`src/rtl/mips_defs_pkg.sv`:
```
// Shared MIPS EX-stage definitions: datapath width, mult/div op encodings and
// the mult/div sequencer state encoding.
package mips_defs;

   localparam int WIDTH = 32;

   typedef enum logic [1:0] {
      OP_MULT  = 2'b00,
      OP_MULTU = 2'b01,
      OP_DIV   = 2'b10,
      OP_DIVU  = 2'b11
   } op_e;

   typedef enum logic [1:0] {
      ST_IDLE = 2'b00,
      ST_MUL  = 2'b01,
      ST_DIV  = 2'b10,
      ST_DONE = 2'b11
   } state_e;

endpackage

```
`src/rtl/muldiv_step.sv`:
```
// One iteration of the iterative multiplier/divider on the packed {hi,lo}
// accumulator: shift-add for multiply, restore-subtract for divide.
module muldiv_step #(
   parameter int WIDTH = 32
) (
   input  logic               is_div,
   input  logic [2*WIDTH-1:0] acc,
   input  logic [WIDTH-1:0]   opnd,
   output logic [2*WIDTH-1:0] acc_nxt
);

   logic [WIDTH:0] sum;
   logic [WIDTH:0] trial;

   always_comb begin
      sum   = {1'b0, acc[2*WIDTH-1:WIDTH]} + (acc[0] ? {1'b0, opnd} : '0);
      // partial remainder shifted left by one, with the next dividend bit
      trial = acc[2*WIDTH-1:WIDTH-1] - {1'b0, opnd};
      if (is_div)
         acc_nxt = trial[WIDTH] ? {acc[2*WIDTH-2:0], 1'b0}
                                : {trial[WIDTH-1:0], acc[WIDTH-2:0], 1'b1};
      else
         acc_nxt = {sum, acc[WIDTH-1:1]};
   end

endmodule

```
`src/rtl/ex_muldiv_unit.sv`:
```
// EX-stage iterative MULT/MULTU/DIV/DIVU unit owning the architectural HI/LO
// registers; state advances on the falling clock edge.
module ex_muldiv_unit #(
   parameter int WIDTH = mips_defs::WIDTH,
   parameter int CNT_W = 6
) (
   input  logic             clk_i,
   input  logic             rst_n_i,
   input  logic             start_i,
   input  logic [1:0]       op_i,
   input  logic [WIDTH-1:0] a_i,
   input  logic [WIDTH-1:0] b_i,
   input  logic             flush_i,
   input  logic             hi_we_i,
   input  logic             lo_we_i,
   input  logic [WIDTH-1:0] wdata_i,
   output logic [WIDTH-1:0] hi_o,
   output logic [WIDTH-1:0] lo_o,
   output logic             busy_o,
   output logic             stall_o,
   output logic             done_o,
   output logic             div_zero_o
);

   import mips_defs::*;

   state_e             state_q, state_nxt;
   logic [WIDTH-1:0]   opnd_q, hi_q, lo_q, a_mag, b_mag, quot, rem;
   logic [2*WIDTH-1:0] acc_q, acc_step, prod;
   logic [CNT_W-1:0]   cnt_q;
   logic               neg_q, neg_rem_q, dz_q;
   logic               a_neg, b_neg, is_div, iter, last, div_by0, fin;

   always_comb begin
      a_neg = ~op_i[0] & a_i[WIDTH-1];
      b_neg = ~op_i[0] & b_i[WIDTH-1];
      a_mag = a_neg ? -a_i : a_i;
      b_mag = b_neg ? -b_i : b_i;
   end

   assign is_div  = (state_q == ST_DIV);
   assign iter    = (state_q == ST_MUL) || is_div;
   assign last    = (cnt_q == CNT_W'(WIDTH-1));
   assign div_by0 = is_div && (opnd_q == '0);
   // the last iteration's step output is written straight into HI/LO
   assign fin     = iter && !flush_i && last && !div_by0;

   muldiv_step #(.WIDTH(WIDTH)) u_step (
      .is_div  (is_div),
      .acc     (acc_q),
      .opnd    (opnd_q),
      .acc_nxt (acc_step)
   );

   assign prod = neg_q     ? -acc_step : acc_step;
   assign quot = neg_q     ? -acc_step[WIDTH-1:0] : acc_step[WIDTH-1:0];
   assign rem  = neg_rem_q ? -acc_step[2*WIDTH-1:WIDTH] : acc_step[2*WIDTH-1:WIDTH];

   always_comb begin
      state_nxt = state_q;
      case (state_q)
         ST_IDLE: if (start_i) state_nxt = op_i[1] ? ST_DIV : ST_MUL;
         ST_MUL:  if (flush_i) state_nxt = ST_IDLE;
                  else if (last) state_nxt = ST_DONE;
         ST_DIV:  if (flush_i) state_nxt = ST_IDLE;
                  else if (div_by0 || last) state_nxt = ST_DONE;
         default: state_nxt = ST_IDLE;
      endcase
   end

   always_ff @(negedge clk_i or negedge rst_n_i) begin
      if (!rst_n_i) begin
         state_q   <= ST_IDLE;
         opnd_q    <= '0;
         acc_q     <= '0;
         cnt_q     <= '0;
         hi_q      <= '0;
         lo_q      <= '0;
         neg_q     <= 1'b0;
         neg_rem_q <= 1'b0;
         dz_q      <= 1'b0;
      end else begin
         state_q <= state_nxt;
         if (state_q == ST_IDLE) begin
            if (hi_we_i) hi_q <= wdata_i;
            if (lo_we_i) lo_q <= wdata_i;
            if (start_i) begin
               opnd_q    <= op_i[1] ? b_mag : a_mag;
               acc_q     <= {{WIDTH{1'b0}}, (op_i[1] ? a_mag : b_mag)};
               cnt_q     <= '0;
               neg_q     <= a_neg ^ b_neg;
               neg_rem_q <= a_neg;
               dz_q      <= 1'b0;
            end
         end else if (iter && !flush_i) begin
            if (div_by0) begin
               dz_q <= 1'b1;
            end else begin
               acc_q <= acc_step;
               cnt_q <= cnt_q + CNT_W'(1);
            end
            if (fin) begin
               if (is_div) begin
                  hi_q <= rem;
                  lo_q <= quot;
               end else begin
                  {hi_q, lo_q} <= prod;
               end
            end
         end
      end
   end

   assign hi_o       = hi_q;
   assign lo_o       = lo_q;
   assign busy_o     = iter;
   assign stall_o    = iter || ((state_q == ST_IDLE) && start_i);
   assign done_o     = (state_q == ST_DONE);
   assign div_zero_o = (state_q == ST_DONE) && dz_q;

endmodule

```
`config.mk`:
```
export PLATFORM = sky130hd
export DESIGN_NAME = ex_muldiv_unit
export DESIGN_NICKNAME = d
export VERILOG_FILES = /design/src/rtl/mips_defs_pkg.sv /design/src/rtl/muldiv_step.sv /design/src/rtl/ex_muldiv_unit.sv
export SDC_FILE = /design/constraint.sdc
export NUM_CORES = 1
export LEC_CHECK = 0
export CAP_MARGIN = 20
export CORE_MARGIN = 4
export CORE_UTILIZATION = 59
export DETAILED_ROUTE_END_ITERATION = 12
export PLACE_DENSITY_LB_ADDON = 0.1
export SLEW_MARGIN = 5
export SYNTH_ARGS = -nofsm -noshare
export SYNTH_HDL_FRONTEND = slang
export SYNTH_SLANG_ARGS = --single-unit
export TNS_END_PERCENT = 50
```
`constraint.sdc`:
```
create_clock -name clk_i -period 5.5 [get_ports clk_i]
set_input_delay 1.65 -clock clk_i [delete_from_list [all_inputs] [get_ports clk_i]]
set_output_delay 1.65 -clock clk_i [all_outputs]
set_load 0.05 [all_outputs]
```
==> results of run 1 <==
## cells in the mapped netlist (all sizes together), types with 4 or more instances
| master | number |
|---|---|
| or4 | 6 |
| a211o | 5 |
| o211ai | 47 |
| o41ai | 12 |
| inv | 74 |
| o21a | 29 |
| a31oi | 30 |
| nand3b | 4 |
| o21ai | 222 |
| nand2b | 11 |
| a211oi | 25 |
| o22ai | 8 |
| xor2 | 61 |
| a21oi | 217 |
| a21boi | 4 |
| nor2 | 204 |
| nand2 | 291 |
| ha | 73 |
| buf | 32 |
| mux2 | 7 |
| o21bai | 7 |
| and4 | 8 |
| and2 | 43 |
| or3 | 21 |
| a2bb2oi | 4 |
| o221ai | 8 |
| clkbuf | 90 |
| a21o | 21 |
| o2bb2ai | 5 |
| nand3 | 77 |
| nand4 | 22 |
| nor2b | 8 |
| mux2i | 53 |
| or2 | 9 |
| and3 | 17 |
| xnor2 | 112 |
| nor3 | 50 |
| nor4 | 23 |
| dfrtn | 171 |
| o31ai | 24 |
## cells by family after synthesis
kind of cell / synth area share [%]
buffers and inverters: 4.80
adders and majority gates: 5.86
xor gates and xnor gates: 9.31
muxes: 3.74
DFF: 26.3
and+or+nand+nor: 23.2
AOI/OAI and AO/OA: 26.8
## metal layers
metal | overflow | track usage (%)
met5 | 0 | 43.8
met4 | 35 | 72.7
met3 | 3 | 64.9
met2 | 55 | 90.6
met1 | 4 | 76.9
## through the flow
stage | hold WS, ps | std cells | setup slack [ps] | instance area, um^2
4_1_cts | 472 | 2929 | -1040 | 22800
3_5_place_dp | 471 | 2859 | -1660 | 21200
3_3_place_gp | 447 | 2859 | -1640 | 21200
2_1_floorplan | 425 | 2188 | -1140 | 16600
## timing repair
action	CTS
gates cloned	3
gates resized for setup	277
hold buffers	0
setup buffers	38
endpoints found under the hold margin	0
setup endpoints to repair	168
pin swaps	71
==> key figures, run 1 <==
Synthesis
  – Synth Instances: approximately 2.2k
  – Area leader, netlist: dfrtn_1
  – Synth Warn #: 0
  – Yosys reg bits: 171
  – Sequential area share after synthesis: 26.3%
  – Ranking of synthesized cells by area: dfrtn_1 26%, nand2_1 6.7%, o21ai_0 6.6%, a21oi_1 6.5%, xnor2_1 6.0%
  – Post-synth cell types: 93
  – Cell Area, Synth: 16300 um^2
  – Synth Area per Inst: 7.44 um^2
  – Post-synth EDFFs: 0
  – Synthesized net count: 2367
  – Post-synthesis async set-or-reset flop share: 100%
  – Top FF cell, synth: dfrtn_1
  – Top cell type's share of synthesized area: a little over a quarter

Place
  – Placer Congestion: 1.12
  – DP Wirelength: between 50000 and 60000 um
  – Number of port buffers: ~170

Floorplanning
  – # rows: 60
  – Starting density of the core: between 60% and 70%
  – Die width: 174 um
  – I/O pin cnt: 172
  – Die extent in y: 174 um

Global routing
  – Largest net degree at the start of global routing: ~70
  – Tot GR Track Use: 76.7%
  – Gr ovfl total: 97

Status
  – Exit stage: 5_1_grt
  – Tool Error: [ERROR GRT-0232] Routing congestion too high. Check the congestion heatmap in the GUI.
  – Outcome: aborted with a tool error

CTS
  – CTS Root Cell: clkbuf_16
  – Clock Sinks: roughly 170
  – Clk buf depth: 2
  – Num CTS Buffers: 17
  – H-tree levels: 4

Timing
  – Last worst endpoint in the global-route repair_timing: acc_q[16]$_DFFE_NN0P_/D
  – Worst endpoint type: register data pin
==> inputs of run 2 (changes only) <==
--- a/config.mk
+++ b/config.mk
@@ -7,9 +7,9 @@
 export LEC_CHECK = 0
 export CAP_MARGIN = 20
 export CORE_MARGIN = 4
-export CORE_UTILIZATION = 59
+export CORE_UTILIZATION = 40
 export DETAILED_ROUTE_END_ITERATION = 12
-export PLACE_DENSITY_LB_ADDON = 0.1
+export PLACE_DENSITY_LB_ADDON = 0.15
 export SLEW_MARGIN = 5
 export SYNTH_ARGS = -nofsm -noshare
 export SYNTH_HDL_FRONTEND = slang
==> key figures, run 2 <==
Synthesis
  – Multiplexer share of the synthesized area: 3.74%
  – Most common library cells after synthesis: 289 x nand2_1, 215 x o21ai_0, 212 x a21oi_1
  – Post-synth cell types: 93
  – Adder-cell area share of the yosys netlist: 5.86%
  – Cell Area, Synth: 16300 um^2
  – XOR/XNOR Fraction of Synth Area: 9.31%
  – Largest family of logic cells by synthesized area: compound AO/OA/AOI/OAI gates
  – Synth Instances: 2188
  – Post-synthesis async set-or-reset flop share: 100%
  – Sequential area share after synthesis: about a quarter
  – Ranking of synthesized cells by area: dfrtn_1 26%, nand2_1 6.7%, o21ai_0 6.6%, a21oi_1 6.5%, xnor2_1 6.0%
  – Synth Area per Inst: 7.44 um^2
  – Synth Warn #: 0
  – Post-synth EDFFs: 0
  – Synth Area in Simple Gates: 23.2%
  – Area leader, netlist: dfrtn_1
  – Synthesized net count: 2367
  – Top cell type's share of synthesized area: between 20% and 30%
  – Top FF cell, synth: dfrtn_1
  – Yosys reg bits: 171
  – Count leader, synth: nand2_1
  – Compound-Gate Fraction of Synth Area: 26.8%

Critical path
  – Crit-path max cell delay: 540 ps
  – Crit-path max FO: 4
  – Type of origin of the critical path: primary input
  – Reg2Reg Setup Slack: 240 ps
  – Setup CP Type: in -> reg
  – Worst path cell trace: buf_6 -> or4_4 -> nor2_4 -> nand2_2 -> or4_4 -> nor2b_4 -> nand2_4 -> o21ai_0 -> xnor2_1 -> nor2_1 -> a21oi_1 -> o21ai_0 -> a21oi_1
  – Reg-to-Reg Start: acc_q[31]
  – WP data required: 3020 ps
  – Critical Path AT: slightly below 4000 ps
  – Crit path from: b_i[7]
  – Crit-path slowest cell: or4_4
  – R2R Path End: hi_o[25]
  – Critical path endpoint category: flop
  – R2R depth: 20
  – Critical Path Sink: acc_q[25]

Timing
  – Setup TNS: -32680 ps
  – RSZ-0062 raised after global routing: yes
  – Worst hold slack: between 400 and 500 ps
  – Clock Skew: 14.4 ps
  – Slew @ Worst Pin: 1090 ps
  – Final setup fails: 58
  – Setup slack after layout: -859 ps
  – Final Slew Violations: 0
  – Slew HR: roughly 27%
  – Final hold vios: 0

Floorplanning
  – Die extent in y: between 200 and 250 um
  – I/O pin cnt: 172
  – Core Area: between 40000 and 50000 um^2
  – Starting density of the core: 40.7%
  – # rows: 73
  – Die ar.: approximately 44000 um^2
  – Die width: 210 um

Final layout
  – Multi-input gate area: 12300 um^2
  – Most common cell after layout, fill and taps aside: buf_4
  – Most frequent cells in the layout: 284 x buf_4, 264 x nand2_1, 192 x nor2_1, 171 x dfrtn_1, 166 x a21oi_1
  – Design Area, Final: ~24000 um^2
  – P&R area growth vs syn: 44.4%
  – Post-layout util: 58.8%
  – # nets final: 2772
  – Sequential cell area: 4280 um^2
  – Antenna cell count: 0
  – Post-Layout Cell Count: between 3k and 4k
  – Reg with most FFs: acc_q
  – Layout cells sized above 1: between 20% and 30%
  – Fillers: 3633
  – Max reg flops: 64

Global routing
  – Most Crowded Layer GR: met2
  – Met3 Usage GRT: 4.33%
  – GR Util met2: 53.3%
  – Vias in the first global route: 17.7k
  – Tot GR Track Use: 31.6%
  – Largest net degree at the start of global routing: 99
  – Met1 usage in global routing: 41.3%
  – Antenna violations before repair: 2
  – Global-route wire length before repair: 108000 um
  – Gr ovfl total: 0

CTS
  – Clock Sinks: 171
  – Clk Latency, worst-skew pair: 430 ps
  – Clk buf depth: 2
  – H-tree levels: 4
  – Num CTS Buffers: 17
  – CTS tree: done
  – Clock transition at the registers of the reported paths: 50 ps
  – CTS Root Cell: clkbuf_16

Route
  – Routed Antenna Nets: 0
  – Vias per inst: 5.88
  – Via count: 18.4k
  – DR pass1 iterations: 5
  – # DRC: 0
  – Iteration-0 DRC Markers: 1680
  – Avg WL per Cell: approximately 23 um
  – Routed WL: roughly 73000 um

Status
  – Violated checks: negative setup slack
  – Outcome: complete, but fails checks

Min path
  – Hold WC Path Type: reg -> reg
  – Hold Crit Start: cnt_q[0]

Run
  – Max-Cap Viols: 0

Power and ir drop
  – PD cells: 712 nW/um^2
  – Max IR drop VDD: 415 uV
  – Pleak: 10.1 nW

Place
  – DP Wirelength: 58200 um
  – Post-DP Area: 21500 um^2
  – Number of port buffers: 171
  – Post-Place Cells: 3049
  – Placer Congestion: 1.01
-- run 2: cell counts after synthesis --
Identical to the previous run, type by type.
-- run 2: cells by family after synthesis --
family	count (synthesis)
and+or+nand+nor	808
adders and majority gates	75
muxes	60
DFF	171
buffers and inverters	197
AOI/OAI and AO/OA	704
xor gates and xnor gates	173
-- run 2: area by class of cell --
class                           instances  area share [%]
Clock buffer                           17            1.81
Clock inverter                         15           0.735
Inverter                               75            1.23
Multi-Input combinational cell       1820            52.4
Sequential cell                       171            18.2
Tap cell                              525            2.79
Timing Repair Buffer                  508            22.8
-- run 2: routing by layer --
metal / part of all wire, % / routed length (um)
met5: 0 / 0
met3: 5.8 / 4230
met1: 43 / 30900
met4: 4.4 / 3180
met2: 47 / 34300
-- run 2: timing repair --
item                                    4_1_cts  5_1_grt
hold buffers                                  0        0
cloned                                        2        1
endpoints found under the setup margin      167      125
pin swaps                                    73       55
buffers inserted                             42       19
resized for setup                           257       99
-- run 2: per-stage QoR --
stage | setup slack, ps | total power [mW]
2_1_floorplan | -1140 | 9.73
3_3_place_gp | -1690 | 14.8
3_5_place_dp | -1680 | 14.9
4_1_cts | -985 | 16.4
5_1_grt | -958 | 17.6
6_report | -859 | 16.7
-- run 2: critical path: cells and delay by family --
family	cells	cell delay, ps
and+or+nand+nor	7	1520
AOI/OAI and AO/OA	4	490
xor gates and xnor gates	1	120
buffers and inverters	1	90
-- run 2: worst min-delay path by stage --
stage / end / slack [ps] / depth (start not counted)
4_1_cts: cnt_q[0] / 480 / 1
3_5_place_dp: dz_q / 470 / 1
2_1_floorplan: cnt_q[0] / 420 / 1
5_1_grt: dz_q / 500 / 1
3_3_place_gp: cnt_q[0] / 450 / 1
6_report: cnt_q[0] / 470 / 1
-- run 2: power breakdown --
part | total (mW) | internal [mW] | switching, mW
logic | 12.9 | 5.08 | 7.81
registers | 2.59 | 1.85 | 0.737
clock network | 1.27 | 0.615 | 0.651
No activity file was read; power rests on OpenSTA's default activity.
==> variant, RTL diff (flow settings as in run 2) <==
Make the reset (`rst_n_i`) synchronous in one clocked block.
--- a/src/rtl/ex_muldiv_unit.sv
+++ b/src/rtl/ex_muldiv_unit.sv
@@ -68,7 +68,7 @@
       endcase
    end
 
-   always_ff @(negedge clk_i or negedge rst_n_i) begin
+   always_ff @(negedge clk_i) begin
       if (!rst_n_i) begin
          state_q   <= ST_IDLE;
          opnd_q    <= '0;
Formal check against the unedited RTL: differs if rst_n_i is asserted again (counterexample within 4 cycles, from zero or initial values and one cycle with rst_n_i low); with rst_n_i held inactive, the same outputs for 4 cycles.
==> variant against run 2 <==
  * Utilization up 2.3 points
  * Worst hold slack better by 0.016 ns
  * Routed wire length down 6.3%
  * Non-clock buffer count up 21
  * Sequential cell count unchanged
  * The flow still finishes with violations (setup timing)
  * Critical path type unchanged
  * Design area up 0.13%
  * Worst setup slack worse by 0.012 ns
  * Synthesized area down 4.3%
  * Largest cell class unchanged
  * Power down 34%
==> variant: results (changes against run 2) <==
stage	metric	value	unit	change
finish	n_diodes	2		+2
sta	setup slack after layout	-0.872	ns	-0.0122 ns
synthesis	top cells by count, synth	266 x nand2_1, 230 x nor2_1, 213 x a21oi_1		
finish	register area	3430	um2	-20%
synthesis	Synth Area in Compound Gates	0.281		+0.0136
synthesis	Synth area leaders	dfxtp_1 22%, a21oi_1 6.8%, nand2_1 6.4%		
status	violated checks	setup timing		
synthesis	post-synthesis mux area share	0.0469		+0.00946
clocking	Clock transition at path regs	0.03	ns	-0.02 ns
synthesis	Yosys cell types	81		-13%
placed_design	Placed Instance Area	21100	um2	-2.0%
status	status	complete, but fails checks		
finish	Non-CTS buffers	529		+4.1%
synthesis	post-synthesis xor/xnor area fraction	0.0894		-0.00371
sta	Setup-failing EPs final	62		+6.9%
drt	drt pass-1 iters	8		+3
finish	clock network share of area	0.0548		+0.0293
setup_path	slowest stage cell on the critical path	nor3b_4		
global_route	GRT Overall Usage	0.309		-0.00687
clocking	Clock Latency Late Sink	0.49	ns	+0.06 ns
placed_design	Placed Cells	3080		+1.0%
finish	area of the multi-input gates	12400	um2	+0.63%
finish	Non-clock buffer share	0.231		+0.00311
finish	multi-input gate share of total cell area	0.527		+0.00263
synthesis	synthesized area per cell	7.06	um2	-5.1%
synthesis	FFs w/ async S/R, synth	0		-1.00
finish	non-filler cells, final	3323		+6.1%
pwr	Max VDD drop	0.328	mV	-21%
drt	via density per instance	5.81		-1.3%
drt	Avg WL per Cell	20.5	um	-12%
global_route	global-route wire length before repair	102000	um	-5.0%
finish	# fillers	3537		-2.6%
sta	clock skew	0.0314	ns	+0.0170 ns
setup_path	Arrival @ worst endpoint	4.03	ns	+0.15 ns
floorplanning	full die area	42200	um2	-4.1%
global_route	largest net degree at the start of global routing	76		-23%
placed_design	pre-CTS WS	-1.79	ns	-0.109 ns
placed_design	Final GP Congestion	1.08		+6.1%
placed_design	dpl hpwl	52700	um	-9.4%
variant: changes by cell type after synthesis, moves of 17 or more:
cell / before / now
a211oi_1: 18 / 35
clkbuf_1: 90 / 115
dfrtn_1: 171 / 0
dfxtp_1: 0 / 171
nand2_1: 289 / 266
nand3_1: 77 / 56
nor2_1: 204 / 230
nor3_1: 48 / 65
o211ai_1: 47 / 94
o21a_1: 29 / 12
o21ai_0: 215 / 163
xnor2_1: 112 / 90
variant: path summary, 6_finish.rpt:
check / startpoint / to / slack (ns) / depth (start not counted)
setup / recovery: a_i[1] / acc_q[31] / -0.87 / 14
hold reg to reg: lo_o[0] / lo_o[0] / 0.49 / 2
setup reg to reg: acc_q[0] / hi_o[27] / 0.11 / 19
hold / removal: lo_o[0] / lo_o[0] / 0.49 / 2
variant: layer usage:
metal / wire, um / global-route usage / vias up
met1: 27600 / 0.396 / 9088
met2: 30800 / 0.485 / 902
met4: 3650 / 0.172 / 0
li1: - / - / 9149
met5: 0 / 0 / -
met3: 5980 / 0.0632 / 169
variant: repair_timing:
| action | in CTS | in global routing |
|---|---|---|
| resized for setup | 202 | 115 |
| cloned | 4 | 0 |
| pin swaps | 107 | 104 |
| endpoints found under the setup margin | 161 | 94 |
| buffers inserted | 36 | 11 |
variant: power by group through the flow:
| stage | registers (uW) | logic, uW | clock network [uW] |
|---|---|---|---|
| after floorplan | 2350 | 3550 | 189 |
| after global placement | 1970 | 6670 | 189 |
| after CTS | 1970 | 7000 | 1900 |
| after detailed placement | 1980 | 6730 | 189 |
| final | 1980 | 7230 | 1860 |
| after global routing | 2010 | 7670 | 2050 |
variant: tightest hold or removal path, stage by stage (launching register included):
cell and delay (ns):
dfxtp_1 0.32, nand2_1 0.06, a21oi_1 0.05
